$ cat src/rtl/alu_issue_stage_if.sv
// ---------------------------------------------------------------------------
// alu_issue_stage_if
//   Bundles every non-clock/reset signal of alu_issue_stage: the ID-side
//   issue handshake and operands, the flush strobe, the ALU_32 drive/return
//   wires, and the MEM-side result handshake.
//   Ports (all carried as interface signals):
//     issue_valid/issue_ready   ID -> stage op handshake
//     alu_op, funct             decode inputs
//     rs_data, rt_data, imm_ext operands, alu_src right-operand select
//     flush                     kill all in-flight ops
//     ALU_Operation, in_left, in_right   stage -> ALU_32
//     Zero, ALU_Result                    ALU_32 -> stage (combinational)
//     res_valid/res_ready       result handshake
//     res_data, res_zero, res_illegal, retire_count   registered results
//   Modports: slave = the stage itself, master = whoever drives it.
// ---------------------------------------------------------------------------
interface alu_issue_stage_if #(
  parameter int WIDTH = 32,
  parameter int CNT_W = 16
);
  logic             issue_valid;
  logic             issue_ready;
  logic [1:0]       alu_op;
  logic [5:0]       funct;
  logic [WIDTH-1:0] rs_data;
  logic [WIDTH-1:0] rt_data;
  logic [WIDTH-1:0] imm_ext;
  logic             alu_src;
  logic             flush;
  logic [3:0]       ALU_Operation;
  logic [WIDTH-1:0] in_left;
  logic [WIDTH-1:0] in_right;
  logic             Zero;
  logic [WIDTH-1:0] ALU_Result;
  logic             res_valid;
  logic             res_ready;
  logic [WIDTH-1:0] res_data;
  logic             res_zero;
  logic             res_illegal;
  logic [CNT_W-1:0] retire_count;

  modport slave (
    input  issue_valid, alu_op, funct, rs_data, rt_data, imm_ext, alu_src,
           flush, Zero, ALU_Result, res_ready,
    output issue_ready, ALU_Operation, in_left, in_right, res_valid,
           res_data, res_zero, res_illegal, retire_count
  );

  modport master (
    output issue_valid, alu_op, funct, rs_data, rt_data, imm_ext, alu_src,
           flush, Zero, ALU_Result, res_ready,
    input  issue_ready, ALU_Operation, in_left, in_right, res_valid,
           res_data, res_zero, res_illegal, retire_count
  );
endinterface

$ cat src/rtl/alu_issue_stage.sv
// ---------------------------------------------------------------------------
// alu_issue_stage
//   Issue/result wrapper around an externally instantiated ALU_32.
//   X stage: captures the decoded 4-bit ALU operation code, the left operand
//   and the selected right operand; its registers drive ALU_32 directly and
//   read as zero whenever X is empty.
//   R stage: captures ALU_32's combinational Zero/ALU_Result when X advances
//   (forced to zero with an illegal flag for undecodable ops) and presents
//   them to MEM with a valid/ready handshake.
//   Ports:
//     clk    rising-edge clock
//     reset  synchronous, active-high; overrides flush and all handshakes
//     bus    alu_issue_stage_if.slave (issue side, ALU_32 side, result side)
//   Parameters:
//     WIDTH  datapath width
//     CNT_W  retire counter width (wraps modulo 2^CNT_W)
// ---------------------------------------------------------------------------
module alu_issue_stage #(
  parameter int WIDTH = 32,
  parameter int CNT_W = 16
) (
  input  logic             clk,
  input  logic             reset,
  alu_issue_stage_if.slave bus
);

  localparam logic [3:0] OP_AND = 4'd0;
  localparam logic [3:0] OP_OR  = 4'd1;
  localparam logic [3:0] OP_ADD = 4'd2;
  localparam logic [3:0] OP_SUB = 4'd6;
  localparam logic [3:0] OP_SLT = 4'd7;
  localparam logic [3:0] OP_NOR = 4'd12;

  // Returns {illegal, code}. Undecodable ops yield code 0 with illegal set.
  function automatic logic [4:0] decode_op(input logic [1:0] alu_op,
                                           input logic [5:0] funct);
    logic [4:0] d;
    d = {1'b1, 4'd0};
    case (alu_op)
      2'b00: d = {1'b0, OP_ADD};
      2'b01: d = {1'b0, OP_SUB};
      2'b10: begin
        case (funct)
          6'b100000: d = {1'b0, OP_ADD};
          6'b100010: d = {1'b0, OP_SUB};
          6'b100100: d = {1'b0, OP_AND};
          6'b100101: d = {1'b0, OP_OR};
          6'b101010: d = {1'b0, OP_SLT};
          6'b100111: d = {1'b0, OP_NOR};
          default:   d = {1'b1, 4'd0};
        endcase
      end
      default: d = {1'b1, 4'd0};
    endcase
    return d;
  endfunction

  // Handshake / decode wires
  logic             r_load_s;
  logic             x_adv_s;
  logic             issue_ready_s;
  logic             accept_s;
  logic [4:0]       dec_s;
  logic [WIDTH-1:0] right_sel_s;

  // X stage registers
  logic             x_valid_r;
  logic             x_illegal_r;
  logic [3:0]       x_code_r;
  logic [WIDTH-1:0] x_left_r;
  logic [WIDTH-1:0] x_right_r;

  // R stage registers
  logic             res_valid_r;
  logic [WIDTH-1:0] res_data_r;
  logic             res_zero_r;
  logic             res_illegal_r;
  logic [CNT_W-1:0] retire_count_r;

  // Pipeline handshake, decode and right-operand select for the incoming op.
  always_comb begin
    r_load_s      = ~res_valid_r | bus.res_ready;
    x_adv_s       = x_valid_r & r_load_s;
    // No skid buffer: X can take a new op only if it is empty or draining now.
    issue_ready_s = ~bus.flush & (~x_valid_r | x_adv_s);
    accept_s      = bus.issue_valid & issue_ready_s;
    dec_s         = decode_op(bus.alu_op, bus.funct);
    if (bus.alu_src) begin
      right_sel_s = bus.imm_ext;
    end else begin
      right_sel_s = bus.rt_data;
    end
  end

  // X stage: load on accept, clear to zero when it empties so the ALU drive
  // wires are zero whenever X holds nothing.
  always_ff @(posedge clk) begin
    if (reset) begin
      x_valid_r   <= 1'b0;
      x_illegal_r <= 1'b0;
      x_code_r    <= 4'd0;
      x_left_r    <= {WIDTH{1'b0}};
      x_right_r   <= {WIDTH{1'b0}};
    end else if (bus.flush) begin
      x_valid_r   <= 1'b0;
      x_illegal_r <= 1'b0;
      x_code_r    <= 4'd0;
      x_left_r    <= {WIDTH{1'b0}};
      x_right_r   <= {WIDTH{1'b0}};
    end else if (accept_s) begin
      x_valid_r   <= 1'b1;
      x_illegal_r <= dec_s[4];
      x_code_r    <= dec_s[3:0];
      x_left_r    <= bus.rs_data;
      x_right_r   <= right_sel_s;
    end else if (x_adv_s) begin
      x_valid_r   <= 1'b0;
      x_illegal_r <= 1'b0;
      x_code_r    <= 4'd0;
      x_left_r    <= {WIDTH{1'b0}};
      x_right_r   <= {WIDTH{1'b0}};
    end
  end

  // R stage: capture the ALU return when X advances; drop valid on a retire
  // that is not refilled; hold everything while blocked.
  always_ff @(posedge clk) begin
    if (reset) begin
      res_valid_r   <= 1'b0;
      res_data_r    <= {WIDTH{1'b0}};
      res_zero_r    <= 1'b0;
      res_illegal_r <= 1'b0;
    end else if (bus.flush) begin
      res_valid_r   <= 1'b0;
    end else if (x_adv_s) begin
      res_valid_r <= 1'b1;
      if (x_illegal_r) begin
        res_data_r    <= {WIDTH{1'b0}};
        res_zero_r    <= 1'b0;
        res_illegal_r <= 1'b1;
      end else begin
        res_data_r    <= bus.ALU_Result;
        res_zero_r    <= bus.Zero;
        res_illegal_r <= 1'b0;
      end
    end else if (bus.res_ready) begin
      res_valid_r <= 1'b0;
    end
  end

  // Retire counter: counts consumed results, including one consumed in a
  // flush cycle; wraps naturally.
  always_ff @(posedge clk) begin
    if (reset) begin
      retire_count_r <= {CNT_W{1'b0}};
    end else if (res_valid_r & bus.res_ready) begin
      retire_count_r <= retire_count_r + {{(CNT_W-1){1'b0}}, 1'b1};
    end
  end

  assign bus.issue_ready   = issue_ready_s;
  assign bus.ALU_Operation = x_code_r;
  assign bus.in_left       = x_left_r;
  assign bus.in_right      = x_right_r;
  assign bus.res_valid     = res_valid_r;
  assign bus.res_data      = res_data_r;
  assign bus.res_zero      = res_zero_r;
  assign bus.res_illegal   = res_illegal_r;
  assign bus.retire_count  = retire_count_r;

endmodule

$ cat src/flat_wrapper.sv
// flat-port wrapper written by rule: the top's interface ports become plain ports
module alu_issue_stage_flat 
#(
  parameter int WIDTH = 32,
  parameter int CNT_W = 16
)
  (clk, reset, bus_issue_valid, bus_alu_op, bus_funct, bus_rs_data, bus_rt_data, bus_imm_ext, bus_alu_src, bus_flush, bus_Zero, bus_ALU_Result, bus_res_ready, bus_issue_ready, bus_ALU_Operation, bus_in_left, bus_in_right, bus_res_valid, bus_res_data, bus_res_zero, bus_res_illegal, bus_retire_count);
  alu_issue_stage_if #(.WIDTH(WIDTH), .CNT_W(CNT_W)) bus_i ();
  input  logic clk;
  input  logic reset;
  input wire logic [$bits(bus_i.issue_valid)-1:0] bus_issue_valid;
  input wire logic [$bits(bus_i.alu_op)-1:0] bus_alu_op;
  input wire logic [$bits(bus_i.funct)-1:0] bus_funct;
  input wire logic [$bits(bus_i.rs_data)-1:0] bus_rs_data;
  input wire logic [$bits(bus_i.rt_data)-1:0] bus_rt_data;
  input wire logic [$bits(bus_i.imm_ext)-1:0] bus_imm_ext;
  input wire logic [$bits(bus_i.alu_src)-1:0] bus_alu_src;
  input wire logic [$bits(bus_i.flush)-1:0] bus_flush;
  input wire logic [$bits(bus_i.Zero)-1:0] bus_Zero;
  input wire logic [$bits(bus_i.ALU_Result)-1:0] bus_ALU_Result;
  input wire logic [$bits(bus_i.res_ready)-1:0] bus_res_ready;
  output wire logic [$bits(bus_i.issue_ready)-1:0] bus_issue_ready;
  output wire logic [$bits(bus_i.ALU_Operation)-1:0] bus_ALU_Operation;
  output wire logic [$bits(bus_i.in_left)-1:0] bus_in_left;
  output wire logic [$bits(bus_i.in_right)-1:0] bus_in_right;
  output wire logic [$bits(bus_i.res_valid)-1:0] bus_res_valid;
  output wire logic [$bits(bus_i.res_data)-1:0] bus_res_data;
  output wire logic [$bits(bus_i.res_zero)-1:0] bus_res_zero;
  output wire logic [$bits(bus_i.res_illegal)-1:0] bus_res_illegal;
  output wire logic [$bits(bus_i.retire_count)-1:0] bus_retire_count;
  assign bus_i.issue_valid = bus_issue_valid;
  assign bus_i.alu_op = bus_alu_op;
  assign bus_i.funct = bus_funct;
  assign bus_i.rs_data = bus_rs_data;
  assign bus_i.rt_data = bus_rt_data;
  assign bus_i.imm_ext = bus_imm_ext;
  assign bus_i.alu_src = bus_alu_src;
  assign bus_i.flush = bus_flush;
  assign bus_i.Zero = bus_Zero;
  assign bus_i.ALU_Result = bus_ALU_Result;
  assign bus_i.res_ready = bus_res_ready;
  assign bus_issue_ready = bus_i.issue_ready;
  assign bus_ALU_Operation = bus_i.ALU_Operation;
  assign bus_in_left = bus_i.in_left;
  assign bus_in_right = bus_i.in_right;
  assign bus_res_valid = bus_i.res_valid;
  assign bus_res_data = bus_i.res_data;
  assign bus_res_zero = bus_i.res_zero;
  assign bus_res_illegal = bus_i.res_illegal;
  assign bus_retire_count = bus_i.retire_count;
  alu_issue_stage #(.WIDTH(WIDTH), .CNT_W(CNT_W)) u_core (.clk(clk), .reset(reset), .bus(bus_i));
endmodule
$ cat config.mk
export PLATFORM = sky130hd
export DESIGN_NAME = alu_issue_stage_flat
export DESIGN_NICKNAME = d
export VERILOG_FILES = /design/src/rtl/alu_issue_stage_if.sv /design/src/rtl/alu_issue_stage.sv /design/src/flat_wrapper.sv
export SDC_FILE = /design/constraint.sdc
export NUM_CORES = 1
export LEC_CHECK = 0
export ABC_AREA = 1
export CORE_MARGIN = 1
export CORE_UTILIZATION = 35
export DETAILED_ROUTE_END_ITERATION = 10
export MAX_ROUTING_LAYER = met4
export PLACE_DENSITY = 0.7
export SYNTH_ARGS = -nofsm -noshare
export SYNTH_HDL_FRONTEND = slang
export SYNTH_SLANG_ARGS = --single-unit
$ cat constraint.sdc
create_clock -name clk -period 1.83 [get_ports clk]
set_clock_uncertainty 0.1 [all_clocks]
set_input_delay 0.2745 -clock clk [delete_from_list [all_inputs] [get_ports clk]]
set_output_delay 0.2745 -clock clk [all_outputs]
set_load 0.01 [all_outputs]
==> reports/summary.log <==
[clock_network] number of buffers on the longest clock path 2
[global_routing] initial antenna violation count 0
[critical_path] Worst path top cell family by delay buffers and inverters
[cells_and_area] layout cells sized above 1 12.9%
[sta] final setup fails 0
[drt] Post-DRT Antenna Nets 0
[die] Initial Util 36.1%
[die] floorplan die height 122 um
[sta] post-route worst setup slack 0.0650 ns
[cells_and_area] Syn-to-layout area delta 70.6%
[power_and_ir_drop] leakage dissipation 3.17 nW
[global_routing] global-route wire length before repair 23100 um
[drt] total vias in the final route 5064
[sta] worst slew margin relative to its limit 74.1%
[cells_and_area] final net count 1051
[sta] Slew Viols, Final 0
[drt] count of unresolved DRC violations after routing 0
[sta] hold violation count in the final report 0
[clock_network] clock tree from TritonCTS yes
[place] number of buffers added on ports 262
[critical_path] CP Data Arrival Time 1.39 ns
[synth] Distinct cells, synth 29
[synth] netlist area before placement 0.00503 sq mm
[power_and_ir_drop] total power per unit cell area 818 mW/mm^2
[sta] highest clock frequency the design can meet 567 MHz
[die] horizontal die dimension 122 um
[die] ports placed on the boundary 263
[run_status] run status complete, no violations
[critical_path] critical path cell sequence clkdlybuf4s50_1
[power_and_ir_drop] final total power 7.01 mW
[sta] final setup TNS 0 ns
[critical_path] largest fanout of any net on the critical path 5
[sta] setup repair after global routing missed its margin false
[sta] final critical path time including I/O delays and setup 1.76 ns
[global_routing] grt ovf 0
[clock_network] post_cts resized 2
[critical_path] Bufs and invs on worst path 1
[flow_run] count of max-cap constraint violations 0
[worst_hold_path] HP Class in2reg
[die] die outline area 0.0148 sq mm
[synth] synthesized instance count 639
[global_routing] total routing usage reported by global routing 20.9%
[clock_network] CTS Hold Buffers Added 0
[clock_network] Post-CTS Setup Inserts 0
[cells_and_area] # diodes 0
[synth] number of warning messages in the yosys log 0
[die] Placement Rows 43
[critical_path] worst-path cell with the longest stage delay clkdlybuf4s50_1
[critical_path] Req. time, crit path 1.46 ns
[critical_path] type of the worst setup path reg2out
[synth] top cells by area, synth dfxtp_1 48%, nand2_1 15%, a21oi_1 8.4%
[cells_and_area] Final Instance Area 0.00858 sq mm
[synth] register area share after synthesis 48.2%
[place] RD Place Congestion 0.793
[cells_and_area] Multi-input gate area 0.00225 sq mm
[critical_path] CP Launch Type flop
[synth] top-area cell type share of the netlist area 48.2%
[sta] final critical-path share of the clock period 96.4%
[die] Core Box Area 0.0139 sq mm
[clock_network] Clock Pin Slew Worst Setup and Hold Paths 0.06 ns
[critical_path] critical path endpoint category output port
[global_routing] largest net degree at the start of global routing 43
[clock_network] number of H-tree levels 4
[clock_network] sinks on the clock net 121
[synth] post-synthesis register bit count 121
[cells_and_area] fill cell instance count of the final layout 1230
[critical_path] largest stage delay on the critical path 0.58 ns
[sta] slew at the pin closest to its max-slew limit 0.389 ns
[synth] largest area contributor in the synthesized netlist dfxtp_1
[clock_network] CTS Root Cell clkbuf_16
[drt] router iterations before antenna repair 4
[clock_network] number of clock buffers inserted by TritonCTS 17
[place] DP Area 0.00794 sq mm
[global_routing] via count of the first global-routing pass 4588
[power_and_ir_drop] peak supply drop 0.624 mV
[clock_network] worst-skew pair later-pin latency 0.41 ns
[synth] synthesized area per cell 7.87 sq um
[place] estimated wirelength of the detail-placed design 11000 um
[place] worst slack at placement -0.149 ns
[drt] mean routed wirelength per cell 13.8 um
[drt] number of vias per cell 4.60
[drt] DR iter-0 viols 305
[cells_and_area] area used by sequential logic in the layout 0.00243 sq mm
[synth] syn nets 783
[drt] final WL 15200 um
[synth_stat cells]
cell,number
buf_2,11
nand2_2,11
nor2_4,1
buf_8,1
a22oi_1,16
inv_1,37
a21oi_1,84
xor2_1,1
nand3b_1,2
nor3b_1,1
o21ai_0,6
dfxtp_1,121
mux2_2,32
buf_4,5
nand4_1,6
a211oi_1,1
ha_1,1
nor2_1,51
nand3_2,3
clkinv_2,1
buf_1,1
clkbuf_1,14
nand3_1,10
nor3_1,1
a21oi_2,10
inv_2,2
nand2_1,202
buf_6,4
o211ai_1,3
[final cells by class]
| class | count | share of cell area (%) |
|---|---|---|
| repair buffers | 285 | 33.8 |
| flip-flops and latches | 121 | 28.3 |
| multi-input cells | 442 | 26.2 |
| clock buffers | 20 | 5.32 |
| well taps | 180 | 2.63 |
| clock inverters | 12 | 2.01 |
| inverters | 40 | 1.77 |
[cell usage in the layout (no fill, tap or decap), types with 4 or more instances in the layout]
master and instances:
bufinv_16 4, clkinv_2 4, dfxtp_2 4, a21oi_1 84
clkinvlp_4 5, buf_4 15, buf_12 8, a21oi_2 10
o21ai_0 6, nor2_1 51, mux2_2 32, nand2_1 201
dfxtp_1 117, nand2_2 12, nand3_1 10, inv_1 37
clkbuf_16 17, clkdlybuf4s50_1 260, nand4_1 6, a22oi_1 16
[per-layer routing]
layer / share of wire (%) / routed length, um / vias to the layer above / global-route usage [%]
met4: 2.4 / 360 / 0 / 9.18
met3: 7.2 / 1090 / 30 / 5.52
met2: 48 / 7240 / 175 / 33.3
met5: 0 / 0 / - / -
met1: 43 / 6460 / 2248 / 24.6
li1: - / - / 2611 / -
[through the flow]
step | hold slack, ns | utilization (%) | std cells
floorplan | 0.316 | - | 639
global placement | 0.346 | 57.0 | 1068
detailed placement | 0.353 | 57.0 | 1068
CTS | 0.297 | 61.5 | 1100
global route | 0.315 | 61.6 | 1100
finish | 0.319 | 61.6 | 1100
[flip-flops by register name (all words and copies together), names as in the netlist, 4 cells and up]
| signal | flops |
|---|---|
| u_core.bus.in_left | 32 |
| u_core.bus.in_right | 32 |
| u_core.bus.res_data | 32 |
| u_core.bus.retire_count | 16 |
| u_core.bus.ALU_Operation | 4 |
[power by group]
group | internal (mW) | switching [mW] | total, mW
logic | 0.477 | 0.295 | 0.772
registers | 2.68 | 0.0230 | 2.70
clock network | 2.34 | 1.20 | 3.54
total | 5.50 | 1.52 | 7.01
[path summary, 6_finish.rpt]
path                                            startpoint                           to  slack (ns)  cells after the start
worst min-delay path                    bus_ALU_Result[13]      u_core.bus.res_data[13]        0.32                      3
worst max register to register  u_core.bus.retire_count[0]  u_core.bus.retire_count[12]        0.30                      8
worst min register to register     u_core.bus.in_right[12]      u_core.bus.in_right[12]        0.36                      2
worst max-delay path            u_core.bus.retire_count[4]          bus_retire_count[4]        0.07                      1
[cell families (layout without fill, tap and decap cells)]
group | after synthesis | count (layout) | share of synthesized area, %
fa+ha+maj | 1 | 1 | 0.249
xor+xnor | 1 | 1 | 0.174
flops | 121 | 121 | 48.2
buf+inv | 76 | 357 | 7.17
mux | 32 | 32 | 7.17
compound gates | 120 | 120 | 13.7
simple gates | 288 | 288 | 23.4
[tightest hold or removal path, cell delays in order]
cell             delay, ns
clkdlybuf4s50_1       0.39
nand2_1               0.06
a21oi_1               0.05
Note: power is estimated with default switching activity, not from simulation.
==> patch 1: new RTL, same settings <==
`WIDTH` is set to 32 in 3 places; all go to 28.
--- a/src/rtl/alu_issue_stage_if.sv
+++ b/src/rtl/alu_issue_stage_if.sv
@@ -15,7 +15,7 @@
 //   Modports: slave = the stage itself, master = whoever drives it.
 // ---------------------------------------------------------------------------
 interface alu_issue_stage_if #(
-  parameter int WIDTH = 32,
+  parameter int WIDTH = 28,
   parameter int CNT_W = 16
 );
   logic             issue_valid;
--- a/src/rtl/alu_issue_stage.sv
+++ b/src/rtl/alu_issue_stage.sv
@@ -16,7 +16,7 @@
 //     CNT_W  retire counter width (wraps modulo 2^CNT_W)
 // ---------------------------------------------------------------------------
 module alu_issue_stage #(
-  parameter int WIDTH = 32,
+  parameter int WIDTH = 28,
   parameter int CNT_W = 16
 ) (
   input  logic             clk,
--- a/src/flat_wrapper.sv
+++ b/src/flat_wrapper.sv
@@ -1,7 +1,7 @@
 // flat-port wrapper written by rule: the top's interface ports become plain ports
 module alu_issue_stage_flat 
 #(
-  parameter int WIDTH = 32,
+  parameter int WIDTH = 28,
   parameter int CNT_W = 16
 )
   (clk, reset, bus_issue_valid, bus_alu_op, bus_funct, bus_rs_data, bus_rt_data, bus_imm_ext, bus_alu_src, bus_flush, bus_Zero, bus_ALU_Result, bus_res_ready, bus_issue_ready, bus_ALU_Operation, bus_in_left, bus_in_right, bus_res_valid, bus_res_data, bus_res_zero, bus_res_illegal, bus_retire_count);
Ports: changed (7 resized); port bits go from 263 to 235. The function was not compared with the original's and may differ.
==> patch 1 against the unedited design <==
  * Worst setup slack better by 0.060 ns
  * Highest routed layer unchanged
  * Maximum frequency is 3.5% higher
  * Synthesized area fell by 11%
  * Cell area fell by 14%
  * Power shrank 29%
  * Sequential share of layout area grew 1.2 points
  * Global-route usage fell by 0.24 points
  * Routed wire length down 11%
  * Sequential cell count shrank 12
  * Die area shrank 11%
  * Critical path type unchanged
==> patch 1: results (changes against the unedited design) <==
[synth]
syn_inst=590  ; was 639
synthXorXnorAreaFrac=0.00195  ; was 0.00174
synth_area_per_cell_um2=7.61  ; was 7.87 um2
synth_mux_area_frac=0.0702  ; was 0.0717
synth-seq-area-share=0.486  ; was 0.482
synth_cell_types=25  ; was 29
synth_compound_area_frac=0.130  ; was 0.137
yosys-top-cells-area=dfxtp_1 49%, nand2_1 17%, a21oi_1 9.6%  ; was dfxtp_1 48%, nand2_1 15%, a21oi_1 8.4%
synthAdderAreaFrac=0.00279  ; was 0.00249
yosys-top-cells-count=200 x nand2_1, 109 x dfxtp_1, 86 x a21oi_1  ; was 202 x nand2_1, 121 x dfxtp_1, 84 x a21oi_1

[outcome]
outcome=completed  ; unchanged

[cts]
htree_levels=3  ; was 4

[placed_design]
numPortBuffers=234  ; was 262
hpwl_um=9920  ; was 11000 um
dp_cells=984  ; was 1068
placed_area_mm2=0.00712  ; was 0.00794 mm2
gp_congestion=0.805  ; was 0.793
dp_slack_ns=-0.180  ; was -0.149 ns

[route]
vias=4678  ; was 5064
finalWirelength_um=13400  ; was 15200 um
met1Wirelength_um=5660  ; was 6460 um
drtIter0Drc=275  ; was 305
routed_via_density=4.68  ; was 4.60

[timing]
finalWorstSetupSlack_ns=0.125  ; was 0.0650 ns
holdWs_ns=0.360  ; was 0.319 ns
worstMarginPinSlew_ns=0.329  ; was 0.389 ns

[global_route]
grt_max_degree=64  ; was 43
grtUsageMet3=0.0554  ; was 0.0552
grt_pass1_vias=4433  ; was 4588
grtUsageTotal=0.206  ; was 0.209

[setup_path]
crit_start=u_core.bus.retire_count[13]$_SDFFE_PP0P_  ; was u_core.bus.retire_count[4]$_SDFFE_PP0P_
crit_end=bus_retire_count[13]  ; was bus_retire_count[4]
r2r-start=u_core.bus.res_valid$_SDFFE_PP0P_  ; was u_core.bus.retire_count[0]$_SDFFE_PP0P_
ff2ff_setup_slack_ns=0.28  ; was 0.30 ns
arrival_ns=1.33  ; was 1.39 ns

[finish]
layout-drive-gt1-share=0.0857  ; was 0.129
final_nets=951  ; was 1051
fill_cells=1128  ; was 1230

[worst_hold_path]
hold-path-cell-count=2  ; was 3
hp-start=u_core.bus.in_right[8]$_SDFFE_PP0P_  ; was bus_ALU_Result[13]

[power_and_ir_drop]
total_power_mw=4.95  ; was 7.01 mW
power.group.top=sequential cells  ; was clock
pwr-share-clk=0.374  ; was 0.505
internal-power_mw=3.82  ; was 5.50 mW
p_comb_mw=0.671  ; was 0.772 mW

[patch 1: changes by cell type after synthesis, sizes merged, moves of 2 or more]
cell / before / now
a21oi: 94 / 86
a22oi: 16 / 12
buf: 22 / 20
clkbuf: 14 / 12
dfxtp: 121 / 109
inv: 39 / 41
mux2: 32 / 28
nand2: 213 / 200
nand3b: 2 / 0
nor2: 52 / 48
[patch 1: final cells by class]
cell class                      instances  area [um2]  share of cell area
Sequential cell                       109        2180               0.295
Clock buffer                           13         260              0.0352
Clock inverter                          3        20.0             0.00271
Timing Repair Buffer                  254        2580               0.349
Inverter                               41         154              0.0208
Tap cell                              172         215              0.0291
Multi-Input combinational cell        408        1980               0.268
[patch 1: cell families after synthesis]
group,Yosys count
flip-flops,109
AO/OA/AOI/OAI,109
multiplexers,28
XOR/XNOR,1
adder cells (fa/ha/maj),1
AND/OR/NAND/NOR,269
buffers and inverters,73
[patch 1: tightest hold or removal path, stage by stage (launching register included)]
cell	delay, ns
dfxtp_1	0.31
nand2_1	0.06
a21oi_1	0.05
==> patch 2: new RTL, same settings <==
Without the edit above. Reset style: asynchronous (`reset`), changed in 3 clocked blocks.
--- a/src/rtl/alu_issue_stage.sv
+++ b/src/rtl/alu_issue_stage.sv
@@ -94,7 +94,7 @@
 
   // X stage: load on accept, clear to zero when it empties so the ALU drive
   // wires are zero whenever X holds nothing.
-  always_ff @(posedge clk) begin
+  always_ff @(posedge clk or posedge reset) begin
     if (reset) begin
       x_valid_r   <= 1'b0;
       x_illegal_r <= 1'b0;
@@ -124,7 +124,7 @@
 
   // R stage: capture the ALU return when X advances; drop valid on a retire
   // that is not refilled; hold everything while blocked.
-  always_ff @(posedge clk) begin
+  always_ff @(posedge clk or posedge reset) begin
     if (reset) begin
       res_valid_r   <= 1'b0;
       res_data_r    <= {WIDTH{1'b0}};
@@ -150,7 +150,7 @@
 
   // Retire counter: counts consumed results, including one consumed in a
   // flush cycle; wraps naturally.
-  always_ff @(posedge clk) begin
+  always_ff @(posedge clk or posedge reset) begin
     if (reset) begin
       retire_count_r <= {CNT_W{1'b0}};
     end else if (res_valid_r & bus.res_ready) begin
Check against the original RTL: differs if reset is asserted again (counterexample within 4 cycles, from zero or initial values and one cycle with reset high); with reset held inactive, the same outputs for 4 cycles.
==> patch 2 against the unedited design <==
  * Global-route usage fell by 0.61 points
  * Worst hold slack worse by 0.075 ns
  * Count of clock-buffer cells in the layout is 2 higher
  * Sequential cell count stayed put
  * Cell area is 1.5% higher
  * Worst setup slack lost 0.0087 ns
  * Maximum frequency down 0.49%
  * Routed wire length decreased by 1.7%
  * Synthesized area increased by 3.1%
  * Via count shrank 3.7%
Power is not compared: it rests on default switching activity, and its combinational part moved more than twofold at a synthesized area within 25%.
==> patch 2: results (changes against the unedited design) <==
[outcome]
outcome=completed  ; unchanged

[worst_hold_path]
min_path_type=in -> async  ; was in -> reg

[synth]
synth_area_per_cell_um2=8.98  ; was 7.87 um2
yosys-top-cells-count=208 x nand2_1, 121 x dfrtp_1, 63 x o21ai_0  ; was 202 x nand2_1, 121 x dfxtp_1, 84 x a21oi_1
synth-seq-area-share=0.584  ; was 0.482
ys.flop_type=dfrtp_1  ; was dfxtp_1
synthArstFlopShare=1.00  ; was 0
synth_cell_types=26  ; was 29
syn_nets=721  ; was 783
yosys-top-cells-area=dfrtp_1 58%, nand2_1 15%, o21ai_0 6.1%  ; was dfxtp_1 48%, nand2_1 15%, a21oi_1 8.4%
ys_warn_count=0  ; unchanged

[cts]
post-cts-setup-buffers=0  ; unchanged
htree_levels=4  ; unchanged
clock_path_buffers=2  ; unchanged
root_buffer=clkbuf_16  ; unchanged
clock_latency_ns=0.40

[setup_path]
ff2ff_path_depth=6  ; was 8
arrival_ns=1.40
reg2reg_to=u_core.bus.retire_count[10]$_DFFE_PP0P_  ; was u_core.bus.retire_count[12]$_SDFFE_PP0P_
critPathTopFamily=buffers and inverters  ; unchanged
crit_slowest_cell=clkdlybuf4s50_1  ; unchanged
crit_start=u_core.bus.retire_count[11]$_DFFE_PP0P_  ; was u_core.bus.retire_count[4]$_SDFFE_PP0P_
ff2ff_setup_slack_ns=0.28  ; was 0.30 ns
max_stage_delay_ns=0.58  ; about the same
r2r-start=u_core.bus.retire_count[1]$_DFFE_PP0P_  ; was u_core.bus.retire_count[0]$_SDFFE_PP0P_
crit_end=bus_retire_count[11]  ; was bus_retire_count[4]

[route]
finalWirelength_um=14900  ; was 15200 um
drt_pass1_iterations=4  ; unchanged
routed_via_density=4.64  ; was 4.60
wl_per_cell_um=14.2  ; was 13.8 um
drtIter0Drc=175  ; was 305

[finish]
antennaDiodeCount=0  ; unchanged
layout-drive-gt1-share=0.0795  ; was 0.129
fill_cells=1249  ; was 1230

[timing]
worstMarginPinSlew_ns=0.530  ; was 0.389 ns

[global_route]
grtUsageTotal=0.202  ; was 0.209
antenna_found_initial=0  ; unchanged
grt_first_pass_wirelength_um=22500  ; was 23100 um
grt_pass1_vias=4742  ; was 4588
grt_max_degree=93  ; was 43

[placed_design]
hpwl_um=11300  ; was 11000 um
dp_cells=1021  ; was 1068
gp_congestion=0.825  ; was 0.793
numPortBuffers=262  ; unchanged

[power_and_ir_drop]
ir_drop_mv=0.606
power_leakage_nw=4.11

patch 2: changes by cell type in the layout (fill, tap and decap cells not counted), moves of 31 or more:
cell	delta
a22o_1	+33
nor2_1	-38
mux2_2	-31
dfxtp_1	-117
dfrtp_1	+114
a21oi_1	-79
o21ai_0	+57
patch 2: cell families (layout without fill, tap and decap cells):
group                      after synthesis  in the layout  share of synthesized area
DFF                                    121            121                      0.584
adders and majority gates                1              1                    0.00241
AOI/OAI and AO/OA                      106            106                      0.127
and+or+nand+nor                        250            250                      0.196
muxes                                    1              1                    0.00217
buffers and inverters                   89            380                     0.0724
xor gates and xnor gates                 9              9                     0.0152
patch 2: power by group:
group	switching, mW	internal [mW]	leakage (nW)
combinational	0.716	1.11	2.28
sequential	0.228	3.02	1.57
clock	1.11	1.88	0.263
patch 2: what timing repair did:
| action | 4_1_cts | 5_1_grt |
|---|---|---|
| setup endpoints to repair | 3 | 6 |
| resized for setup | 3 | 6 |
| hold buffers | 0 | 0 |
patch 2: worst min path at each step:
stage	endpoint	slack, ns
finish	u_core.bus.res_data[15]$_DFFE_PP0P_	0.24
global route	u_core.bus.in_right[28]$_DFFE_PP0P_	0.29
CTS	u_core.bus.in_right[16]$_DFFE_PP0P_	0.24
detailed placement	u_core.bus.in_left[23]$_DFFE_PP0P_	0.36
global placement	u_core.bus.in_left[23]$_DFFE_PP0P_	0.35
floorplan	u_core.bus.res_valid$_DFFE_PP0P_	0.24
patch 2: area by class of cell:
type | count | area share
inverters | 63 | 0.0276
well taps | 184 | 0.0265
clock buffers | 22 | 0.0522
flip-flops and latches | 121 | 0.349
clock inverters | 9 | 0.00877
repair buffers | 286 | 0.332
multi-input cells | 367 | 0.204
patch 2: per-layer routing:
metal | wire length (um) | up-vias | track usage
met1 | 6110 | 2245 | 0.220
met2 | 7190 | 199 | 0.336
li1 | - | 2401 | -
met4 | 391 | 0 | 0.0994
met3 | 1210 | 32 | 0.0618
met5 | 0 | - | -
patch 2: through the flow:
step,area (um2),hold slack [ns],setup TNS (ns),setup WS (ns)
6_report,8700,0.243,0,0.0564
5_1_grt,8700,0.295,0,0.000263
4_1_cts,8690,0.239,0,0.00287
3_5_place_dp,8160,0.359,-0.213,-0.0501
3_3_place_gp,8160,0.353,-0.0688,-0.0688
2_1_floorplan,5180,0.238,-3.37,-0.0278
